[config.mk]
export PLATFORM = sky130hd
export DESIGN_NAME = mult_single
export DESIGN_NICKNAME = d
export VERILOG_FILES = /design/src/rtl/mult_single.sv
export SDC_FILE = /design/constraint.sdc
export NUM_CORES = 1
export LEC_CHECK = 0
export BUFFER_PORTS_ARGS = -buffer_cell sky130_fd_sc_hd__buf_2
export CAP_MARGIN = 0
export CELL_PAD_IN_SITES_DETAIL_PLACEMENT = 0
export CELL_PAD_IN_SITES_GLOBAL_PLACEMENT = 1
export CORE_AREA = 2 2 172 174
export CTS_CLUSTER_SIZE = 16
export DETAILED_ROUTE_END_ITERATION = 8
export DIE_AREA = 0 0 174 176
export PLACE_DENSITY = 0.72
export SLEW_MARGIN = 20
export SYNTH_ARGS = -nofsm -noshare
export SYNTH_HDL_FRONTEND = slang
export SYNTH_SLANG_ARGS = --single-unit
[constraint.sdc]
create_clock -name clock -period 2.3 [get_ports clock]
set_input_delay 0.46 -clock clock [delete_from_list [all_inputs] [get_ports clock]]
set_output_delay 0.46 -clock clock [all_outputs]
set_load 0.1 [all_outputs]
[src/rtl/mult_single.sv]
// Signed fixed-point multiplier for the CNN datapath.
// Two-stage pipeline: stage 1 registers the exact 2*DATA_WID-bit product,
// stage 2 rescales it by AUG_FCT_B fractional bits (floor) and saturates
// it to DATA_WID bits, flagging ovf when clipping occurred.
module mult_single #(
  parameter int DATA_WID  = 16,
  parameter int AUG_FCT_B = 7
) (
  input  logic                clock,
  input  logic                reset,
  input  logic                in_valid,
  input  logic [DATA_WID-1:0] A,
  input  logic [DATA_WID-1:0] B,
  output logic                out_valid,
  output logic [DATA_WID-1:0] OUT,
  output logic                ovf
);

  localparam int PW = 2 * DATA_WID;

  localparam logic [DATA_WID-1:0] SAT_MAX = {1'b0, {(DATA_WID-1){1'b1}}};
  localparam logic [DATA_WID-1:0] SAT_MIN = {1'b1, {(DATA_WID-1){1'b0}}};

  // Operands sign-extended to the full product width so that the multiply
  // is performed at 2*DATA_WID bits and is exact for every operand pair.
  logic signed [PW-1:0] a_ext;
  logic signed [PW-1:0] b_ext;
  logic signed [PW-1:0] p_next;

  assign a_ext  = {{DATA_WID{A[DATA_WID-1]}}, A};
  assign b_ext  = {{DATA_WID{B[DATA_WID-1]}}, B};
  assign p_next = a_ext * b_ext;

  logic                 v1;
  logic signed [PW-1:0] p_q;

  // Stage 1: capture the full-precision product when an operation arrives.
  // NOTE: sequential state is assigned with <= so every register samples
  // the pre-edge values regardless of statement order.
  always_ff @(posedge clock or posedge reset) begin
    if (reset) begin
      v1  <= 1'b0;
      p_q <= '0;
    end else begin
      v1 <= in_valid;
      if (in_valid) begin
        p_q <= p_next;
      end
    end
  end

  // Rescale with an arithmetic shift (floors toward -inf); the result fits
  // in DATA_WID bits only when all bits from the sign down to bit
  // DATA_WID-1 agree.
  logic signed [PW-1:0]    s_full;
  logic [PW-DATA_WID:0]    s_top;
  logic [DATA_WID-1:0]     sat_out;
  logic                    sat_ovf;

  assign s_full = p_q >>> AUG_FCT_B;
  assign s_top  = s_full[PW-1:DATA_WID-1];

  // Saturation select: clip to the signed range and raise ovf on clipping.
  // NOTE: every output gets a default first so no path leaves it unassigned
  // and no latch is inferred.
  always_comb begin
    sat_out = s_full[DATA_WID-1:0];
    sat_ovf = 1'b0;
    if (!((&s_top) || !(|s_top))) begin
      sat_ovf = 1'b1;
      sat_out = s_full[PW-1] ? SAT_MIN : SAT_MAX;
    end
  end

  // Stage 2: register the saturated result; hold it across bubbles.
  // NOTE: the product and result registers are reset too, so no stale
  // value from before reset is ever visible on OUT.
  always_ff @(posedge clock or posedge reset) begin
    if (reset) begin
      out_valid <= 1'b0;
      OUT       <= '0;
      ovf       <= 1'b0;
    end else begin
      out_valid <= v1;
      if (v1) begin
        OUT <= sat_out;
        ovf <= sat_ovf;
      end
    end
  end

endmodule

* Word-level counts from Yosys, hierarchy flattened
Cells that the tools add are included.
** Cells by class
- Multiply operators :: 1
- Multiplexer cells :: 3
- Reduce and logical (&&, ||, !) cells :: 4
** Operator list (number)
- $mul 16x16->32 :: 1
- $mux 16 :: 2
- $reduce_and 10->1 :: 1
- $reduce_or 10->1 :: 1
- $logic_not 1->1 :: 1
- $logic_or 1x1->1 :: 1
- $mux 1 :: 1
** Word-level totals
- Register bits :: 51
- Bits of input ports :: 35
- Output and inout bits :: 18
- Word-level logic and storage cells :: 13

* Depth between registers and ports, before layout
Gate-level depths: netlist of the first run.
- Depth in word-level cells :: 4
- Mapped depth :: 23

* Worst setup path after synthesis of the first run
Ideal clock, no wire load.
- Path type :: input port to flip-flop
- Start point :: input port A[15]
- End point :: register p_q[31]
- Arrival time :: 5.871 ns
- Required time :: 2.196 ns
- Path slack :: -3.675 ns
- Cell stages on the path :: 20
- Path through :: clkbuf_1 -> nand2_1 -> fa_1 -> inv_1 -> fa_1 -> fa_1 -> fa_1 -> fa_1 -> inv_1 -> fa_1 -> inv_1 -> ha_1 -> a21oi_1 -> nor2b_1 -> o21ai_0 -> nand2_1 -> and3_1 -> o41ai_4 -> nand2_1 -> o311ai_1
** Between the ends
- Word-level cells in the longest chain between the ends :: 1
** RTL lines
- start, declared :: RTL line 12 : input logic [DATA_WID-1:0] A,
- $mul 16x16->32 :: RTL line 32 : assign p_next = a_ext * b_ext;
- end signal, assigned :: RTL line 47 : p_q <= p_next;
- end, declared :: RTL line 35 : logic signed [PW-1:0] p_q;
Every way passes these cells.
A chain may end at the register's enable or synchronous reset.

* Final worst setup path of the first run
- Start point :: input port B[5]
- End point :: register p_q[31]
** Between the ends
- Word-level cells in the longest chain between the ends :: 1
** RTL lines
- start, declared :: RTL line 13 : input logic [DATA_WID-1:0] B,
- $mul 16x16->32 :: RTL line 32
Every way passes these cells.

==> summary.txt, run 1 <==
Status -> complete, but fails checks
Failing checks -> negative setup slack
Post-synthesis async set-or-reset flop share -> 1.00
Slew headroom -> 0.628
Synth cell types -> 51
Final core utilization -> 0.514
R2R Path End -> OUT[14]$_DFFE_PP0P_
Cell area after synthesis -> 11400 um^2
Post-Route WL -> 26700 um
Setup ws final -> -3.34 ns
WP data arrival -> 5.79 ns
Setup tns final -> -74.02 ns
Die Ht -> 176 um
# rows -> 62
Routed wire per std cell -> 14.7 um
DR vias/cell -> 4.76
Clk root buf -> clkbuf_16
Gpl congestion -> 0.824
Global-route usage over all layers -> 0.189
Seq/Total Area, Yosys -> 0.0966
Detailed placement HPWL -> 23500 um
Layout Nets -> 1802
Area Overhead vs Synth -> 28.8%
Synth Flop Type -> dfrtp_1
Drt drc -> 0
Largest fanout on the critical path -> 11
R2r setup slk -> 0.65 ns
Syn nets -> 1593
Final min period -> 5.64 ns
Critical Path Sink -> p_q[31]$_DFFE_PP0P_
Worst setup EP type -> flop
RSZ-0062 raised after global routing -> true
Worst R2R Start -> p_q[31]$_DFFE_PP0P_
Clock Latency Late Sink -> 0.28 ns
Top cells by area, synth -> fa_1 46%, inv_1 11%, dfrtp_1 9.7%
Synth cell count leaders -> 336 x inv_1, 261 x fa_1, 138 x nand2_1
Top achievable clock speed -> 0.177 GHz
Yosys warning count -> 0
Core ar. -> 28500 um^2
Measured slew at the worst slew-check pin -> 0.558 ns
Initial Utilization -> 0.399
CP Launch Point -> B[5]
Max capacitance violation total -> 0
Hold_buf cts -> 0
Area share of the largest cell type after synthesis -> 0.458
CTS tree -> built
Number of synthesized register bits -> 44
CTS clk-pin slew, worst paths -> 0.06 ns
Antenna cell count -> 0
Critical Path RT -> 2.45 ns
Share of post-route cells with drive strength above 1 -> 0.286
Crit Path Category -> input pin to flop
Die ar. -> 30600 um^2
H-tree Lvls -> 2
# setup viols final -> 25
Fillers -> 2749
GR Overflow Total -> 0
First-pass GRT wire length -> 47000 um
CTS Buffer Depth -> 2
Synth Area per Inst -> 9.36 um^2
Vias in the first global route -> 9799
Cell with the most instances after synthesis -> inv_1
Cell taking the most area after synthesis -> fa_1
Reg2reg path depth -> 5
Antenna violation net count after detailed routing -> 0
CTS Buf Count -> 5
DR vias -> 8628
Period utilization -> 2.45
Count of final max-slew check failures -> 0
Clock skew -> 0.00639 ns
Clock sinks -> 44
Final Hold Viols -> 0
Post-synth EDFFs -> 0
IO Port Bufs -> 52
DR iter-0 viols -> 322
DRT Pass-1 Iters -> 5
Mapped Cells -> 1218
I/O pin total -> 53
Tightest Hold Check Type -> input pin to async pin
Startpoint type of the worst setup path -> input pin
Largest net degree at the start of global routing -> 45
Initial antenna violation count -> 0
Die X-Extent -> 174 um
stage by stage:
step / worst slack [ns] / hold WS [ns] / instances / area [um^2]
after detailed placement: -3.70 / 0.501 / 1773 / 13500
final: -3.34 / 0.311 / 1812 / 14700
after CTS: -3.24 / 0.339 / 1801 / 14400
after global routing: -3.50 / 0.376 / 1812 / 14700
after floorplan: -3.33 / 0.441 / 1218 / 11900
after global placement: -3.64 / 0.489 / 1773 / 13500
area by class of cell:
| type | instances | area [um^2] | share of cell area |
|---|---|---|---|
| clock inverters | 2 | 38.8 | 0.00264 |
| inverters | 337 | 1260 | 0.0861 |
| flip-flops and latches | 44 | 1100 | 0.0750 |
| multi-input cells | 796 | 9600 | 0.653 |
| well taps | 384 | 480 | 0.0327 |
| clock buffers | 6 | 139 | 0.00946 |
| repair buffers | 243 | 2060 | 0.141 |
worst min-delay path by stage:
stage	startpoint	to	cells after the start	slack, ns
floorplan	v1$_DFF_PP0_	out_valid$_DFF_PP0_	0	0.44
global placement	OUT[15]$_DFFE_PP0P_	OUT[15]$_DFFE_PP0P_	1	0.49
global route	reset	OUT[12]$_DFFE_PP0P_	3	0.38
CTS	reset	OUT[12]$_DFFE_PP0P_	3	0.34
finish	reset	p_q[31]$_DFFE_PP0P_	3	0.31
detailed placement	p_q[19]$_DFFE_PP0P_	p_q[19]$_DFFE_PP0P_	2	0.50
worst max-delay path, cell delays in order:
cell	delay (ns)
buf_8	0.12
and2_4	0.14
fa_1	0.55
inv_2	0.04
fa_1	0.46
fa_1	0.52
inv_2	0.04
fa_1	0.50
fa_1	0.52
inv_2	0.04
fa_1	0.51
inv_2	0.04
ha_4	0.21
a21o_1	0.19
a31oi_1	0.15
nor3b_4	0.24
o21a_4	0.17
a31oi_4	0.12
o41ai_4	0.37
buf_4	0.18
a21o_1	0.12
o311ai_2	0.09
per-layer routing:
metal | vias to the layer above | track usage | wire [um] | part of all wire
li1 | 3998 | - | - | -
met1 | 4458 | 0.234 | 10700 | 0.40
met2 | 134 | 0.356 | 14500 | 0.54
met3 | 38 | 0.0185 | 753 | 0.028
met4 | 0 | 0.0413 | 679 | 0.025
met5 | - | 0 | 0 | 0
registers in the layout (all words and copies together), names as in the netlist:
signal and flops:
p_q 25, OUT 16, out_valid 1, ovf 1, v1 1
placed cells by master, fill, tap and decap left out, drive strengths merged, types with 2 or more instances in the layout:
master / Yosys / layout
a211oi: 3 / 3
a21o: 5 / 5
a21oi: 17 / 17
a22o: 2 / 2
a31oi: 6 / 6
and2: 118 / 118
and3: 3 / 3
buf: 0 / 243
clkbuf: 41 / 6
clkinv: 1 / 2
dfrtp: 44 / 44
fa: 261 / 261
ha: 79 / 79
inv: 336 / 336
mux2: 14 / 14
nand2: 138 / 138
nand2b: 9 / 9
nand3: 6 / 6
nand4: 7 / 7
nor2: 18 / 18
nor2b: 3 / 3
nor3: 6 / 6
nor4: 4 / 4
o211ai: 17 / 17
o21a: 3 / 3
o21ai: 31 / 31
o311ai: 2 / 2
o31ai: 2 / 2
o41ai: 2 / 2
xnor2: 21 / 21
xor2: 5 / 5
timing repair:
action                     CTS  global route
setup buffers               21            13
gates resized for setup    171            57
setup endpoints to repair   25            25
pin swaps                   73            60
logic make-up after synthesis:
| logic type | Yosys count | synth area share |
|---|---|---|
| AO/OA/AOI/OAI | 99 | 0.0605 |
| XOR/XNOR | 26 | 0.0200 |
| adder cells (fa/ha/maj) | 340 | 0.545 |
| buffers and inverters | 378 | 0.124 |
| flip-flops | 44 | 0.0966 |
| multiplexers | 14 | 0.0142 |
| AND/OR/NAND/NOR | 317 | 0.139 |
Power of run 1 is not shown: default switching activity piles up to over one toggle a cycle in this logic, so the estimate is an artifact.
==> inputs of run 2 (changes only) <==
Settings changed: ABC_AREA set to 1, CORE_AREA 2 2 172 174 to 2 2 180 182, DIE_AREA 0 0 174 176 to 0 0 182 184, GPL_ROUTABILITY_DRIVEN set to 0, PLACE_DENSITY 0.72 to 0.74.
==> run 2 against run 1 <==
  * The flow still finishes with violations (negative setup slack)
  * Utilization rose by 2.1 points
  * Via count increased by 22%
  * Hold slack got worse by 0.012 ns
  * Die area is 9.4% higher
  * Clock skew is 0.00057 ns higher
  * Count of clock-buffer cells in the layout unchanged
  * Design area grew 14%
  * Maximum frequency grew 10%
  * Critical path depth down 1
  * Synthesized cell count up 35%
  * Register-to-register slack gained 0.12 ns
  * Critical path type unchanged
==> summary.txt, run 2 <==
Reg2reg path depth -> 6 (+1)
Layout Nets -> 2232 (+24%)
Critical Path Sink -> p_q[27]$_DFFE_PP0P_
CTS clk-pin slew, worst paths -> 0.06 ns (about the same)
Global-route usage over all layers -> 0.207 (+0.0181)
Largest net degree at the start of global routing -> 45 (unchanged)
Seq/Total Area, Yosys -> 0.0887 (-0.00788)
First-pass GRT wire length -> 55800 um (+19%)
Antenna cell count -> 0 (unchanged)
DRT Pass-1 Iters -> 6 (+1)
Critical Path RT -> 2.48 ns (+0.03 ns)
Number of synthesized register bits -> 44 (unchanged)
DR iter-0 viols -> 368 (+14%)
Most frequent cells in the layout -> 438 x inv_1, 377 x nand2_1, 235 x fa_1
Setup ws final -> -2.81 ns (+0.529 ns)
Die Ht -> 184 um (+4.5%)
Antenna violation net count after detailed routing -> 0 (unchanged)
Top achievable clock speed -> 0.196 GHz (+10%)
# setup viols final -> 25 (unchanged)
Synth Flop Type -> dfrtp_1
Initial antenna violation count -> 0 (unchanged)
DP Area -> 14900 um^2 (+10%)
Clock skew -> 0.00696 ns (+0.000570 ns)
CP Launch Point -> A[15]
Final Hold Viols -> 0 (unchanged)
Share of post-route cells with drive strength above 1 -> 0.313 (+0.0263)
Detailed placement HPWL -> 27300 um (+16%)
Max capacitance violation total -> 0 (unchanged)
Pre-CTS WS -> -3.43 ns (+0.275 ns)
Syn nets -> 2023 (+27%)
Die X-Extent -> 182 um (+4.6%)
Initial Utilization -> 0.395 (-0.00395)
Slew headroom -> 0.622 (-0.00544)
Clock sinks -> 44 (unchanged)
Startpoint type of the worst setup path -> input pin
Measured slew at the worst slew-check pin -> 0.566 ns (+0.00816 ns)
# rows -> 65 (+4.8%)
Cell area after synthesis -> 12400 um^2 (+8.9%)
Largest regs -> p_q x25, OUT x16
WP data arrival -> 5.29 ns (-0.50 ns)
Vias in the first global route -> 11300 (+15%)
Final Cell Area -> 16800 um^2 (+14%)
Post-synthesis async set-or-reset flop share -> 1.00 (unchanged)
Period utilization -> 2.22 (-0.230)
Max FFs per register -> 25 (unchanged)
Hold_buf cts -> 0 (unchanged)
Synth cell count leaders -> 498 x inv_1, 459 x nand2_1, 261 x fa_1
Drt drc -> 0 (unchanged)
Top cells by area, synth -> fa_1 42%, inv_1 15%, nand2_1 14%
Post-Route WL -> 32700 um (+23%)
Routed wire per std cell -> 14.5 um (-1.6%)
Area Overhead vs Synth -> 35.4%
Status -> complete, but fails checks
Reg with most FFs -> p_q
IO Port Bufs -> 52 (unchanged)
Cell taking the most area after synthesis -> fa_1
Cell with the most instances after synthesis -> inv_1
Die ar. -> 33500 um^2 (+9.4%)
Post-synth EDFFs -> 0 (unchanged)
Worst setup EP type -> flop
Commonest non-fill, non-tap cell in the layout -> inv_1
Synth cell types -> 33 (-35%)
Largest fanout on the critical path -> 5 (-6)
GR Overflow Total -> 0 (unchanged)
I/O pin total -> 53 (unchanged)
Clock Latency Late Sink -> 0.29 ns (about the same)
Worst R2R Start -> p_q[26]$_DFFE_PP0P_
Failing checks -> negative setup slack
Yosys warning count -> 0 (unchanged)
R2R Path End -> OUT[11]$_DFFE_PP0P_
Crit Path Category -> input pin to flop
DR vias/cell -> 4.64 (-2.5%)
CTS Buffer Depth -> 2 (unchanged)
CTS tree -> built
CTS Buf Count -> 5 (unchanged)
Final min period -> 5.11 ns (-0.529 ns)
R2r setup slk -> 0.77 ns (+0.12 ns)
Mapped Cells -> 1648 (+35%)
DR vias -> 10500 (+22%)
Clk root buf -> clkbuf_16
Area share of the largest cell type after synthesis -> 0.421 (-0.0374)
Synth Area per Inst -> 7.53 um^2 (-20%)
Count of final max-slew check failures -> 0 (unchanged)
Core ar. -> 31400 um^2 (+10%)
Tightest Hold Check Type -> input pin to async pin
RSZ-0062 raised after global routing -> true
H-tree Lvls -> 2 (unchanged)
-- run 2: routing by layer --
metal,vias up,global-route usage,part of all wire,routed length [um]
li1,5094,-,-,-
met3,19,0.0117,0.022,726
met1,5249,0.274,0.44,14500
met4,0,0.0268,0.0093,303
met2,129,0.384,0.53,17200
met5,-,0,0,0
-- run 2: critical path, stage by stage --
cell and delay [ns]:
clkbuf_16 0.14, nand2_4 0.06, inv_2 0.04, fa_2 0.64, buf_4 0.13, fa_1 0.42
fa_2 0.58, fa_2 0.43, fa_1 0.49, inv_1 0.05, fa_1 0.51, inv_1 0.07
ha_4 0.32, nand2_4 0.09, buf_4 0.15, nor4_4 0.30, nand2_2 0.12, nand2_1 0.07
nand2_1 0.04, nand3_1 0.09, nand2_1 0.07
-- run 2: how the worst min path moves through the flow --
stage	startpoint	end	slack [ns]	depth (start not counted)
CTS	reset	p_q[30]$_DFFE_PP0P_	0.32	3
global placement	ovf$_DFFE_PP0P_	ovf$_DFFE_PP0P_	0.47	2
floorplan	v1$_DFF_PP0_	out_valid$_DFF_PP0_	0.35	0
finish	reset	out_valid$_DFF_PP0_	0.30	3
global route	reset	out_valid$_DFF_PP0_	0.35	3
detailed placement	p_q[20]$_DFFE_PP0P_	p_q[20]$_DFFE_PP0P_	0.47	2
-- run 2: layout make-up --
type	count	area, um^2
Clock buffer	6	129
Multi-Input combinational cell	1039	10700
Tap cell	402	503
Fill cell	2937	14600
Clock inverter	2	35.0
Timing Repair Buffer	265	2440
Inverter	502	1910
Sequential cell	44	1100
-- run 2: what timing repair did --
item                                    CTS  global route
gates cloned                              2             1
endpoints found under the setup margin   25            25
buffers inserted                         26            18
pin swaps                               116           111
gates resized for setup                 266           131
-- run 2: kinds of logic after synthesis --
family,count (synthesis),synth area share
flops,44,0.0887
xor+xnor,11,0.00776
buf+inv,565,0.171
compound gates,66,0.0287
fa+ha+maj,340,0.501
simple gates,622,0.203
-- run 2: through the flow --
stage               utilization  std cells  TNS, ns  hold slack, ns
floorplan                     -       1648   -64.94           0.352
global placement          0.473       2208   -78.05           0.467
detailed placement        0.473       2208   -78.28           0.471
CTS                       0.517       2242   -65.16           0.322
global route              0.536       2260   -69.04           0.351
finish                    0.536       2260   -65.15           0.299
Power of run 2 is left out for the same reason.
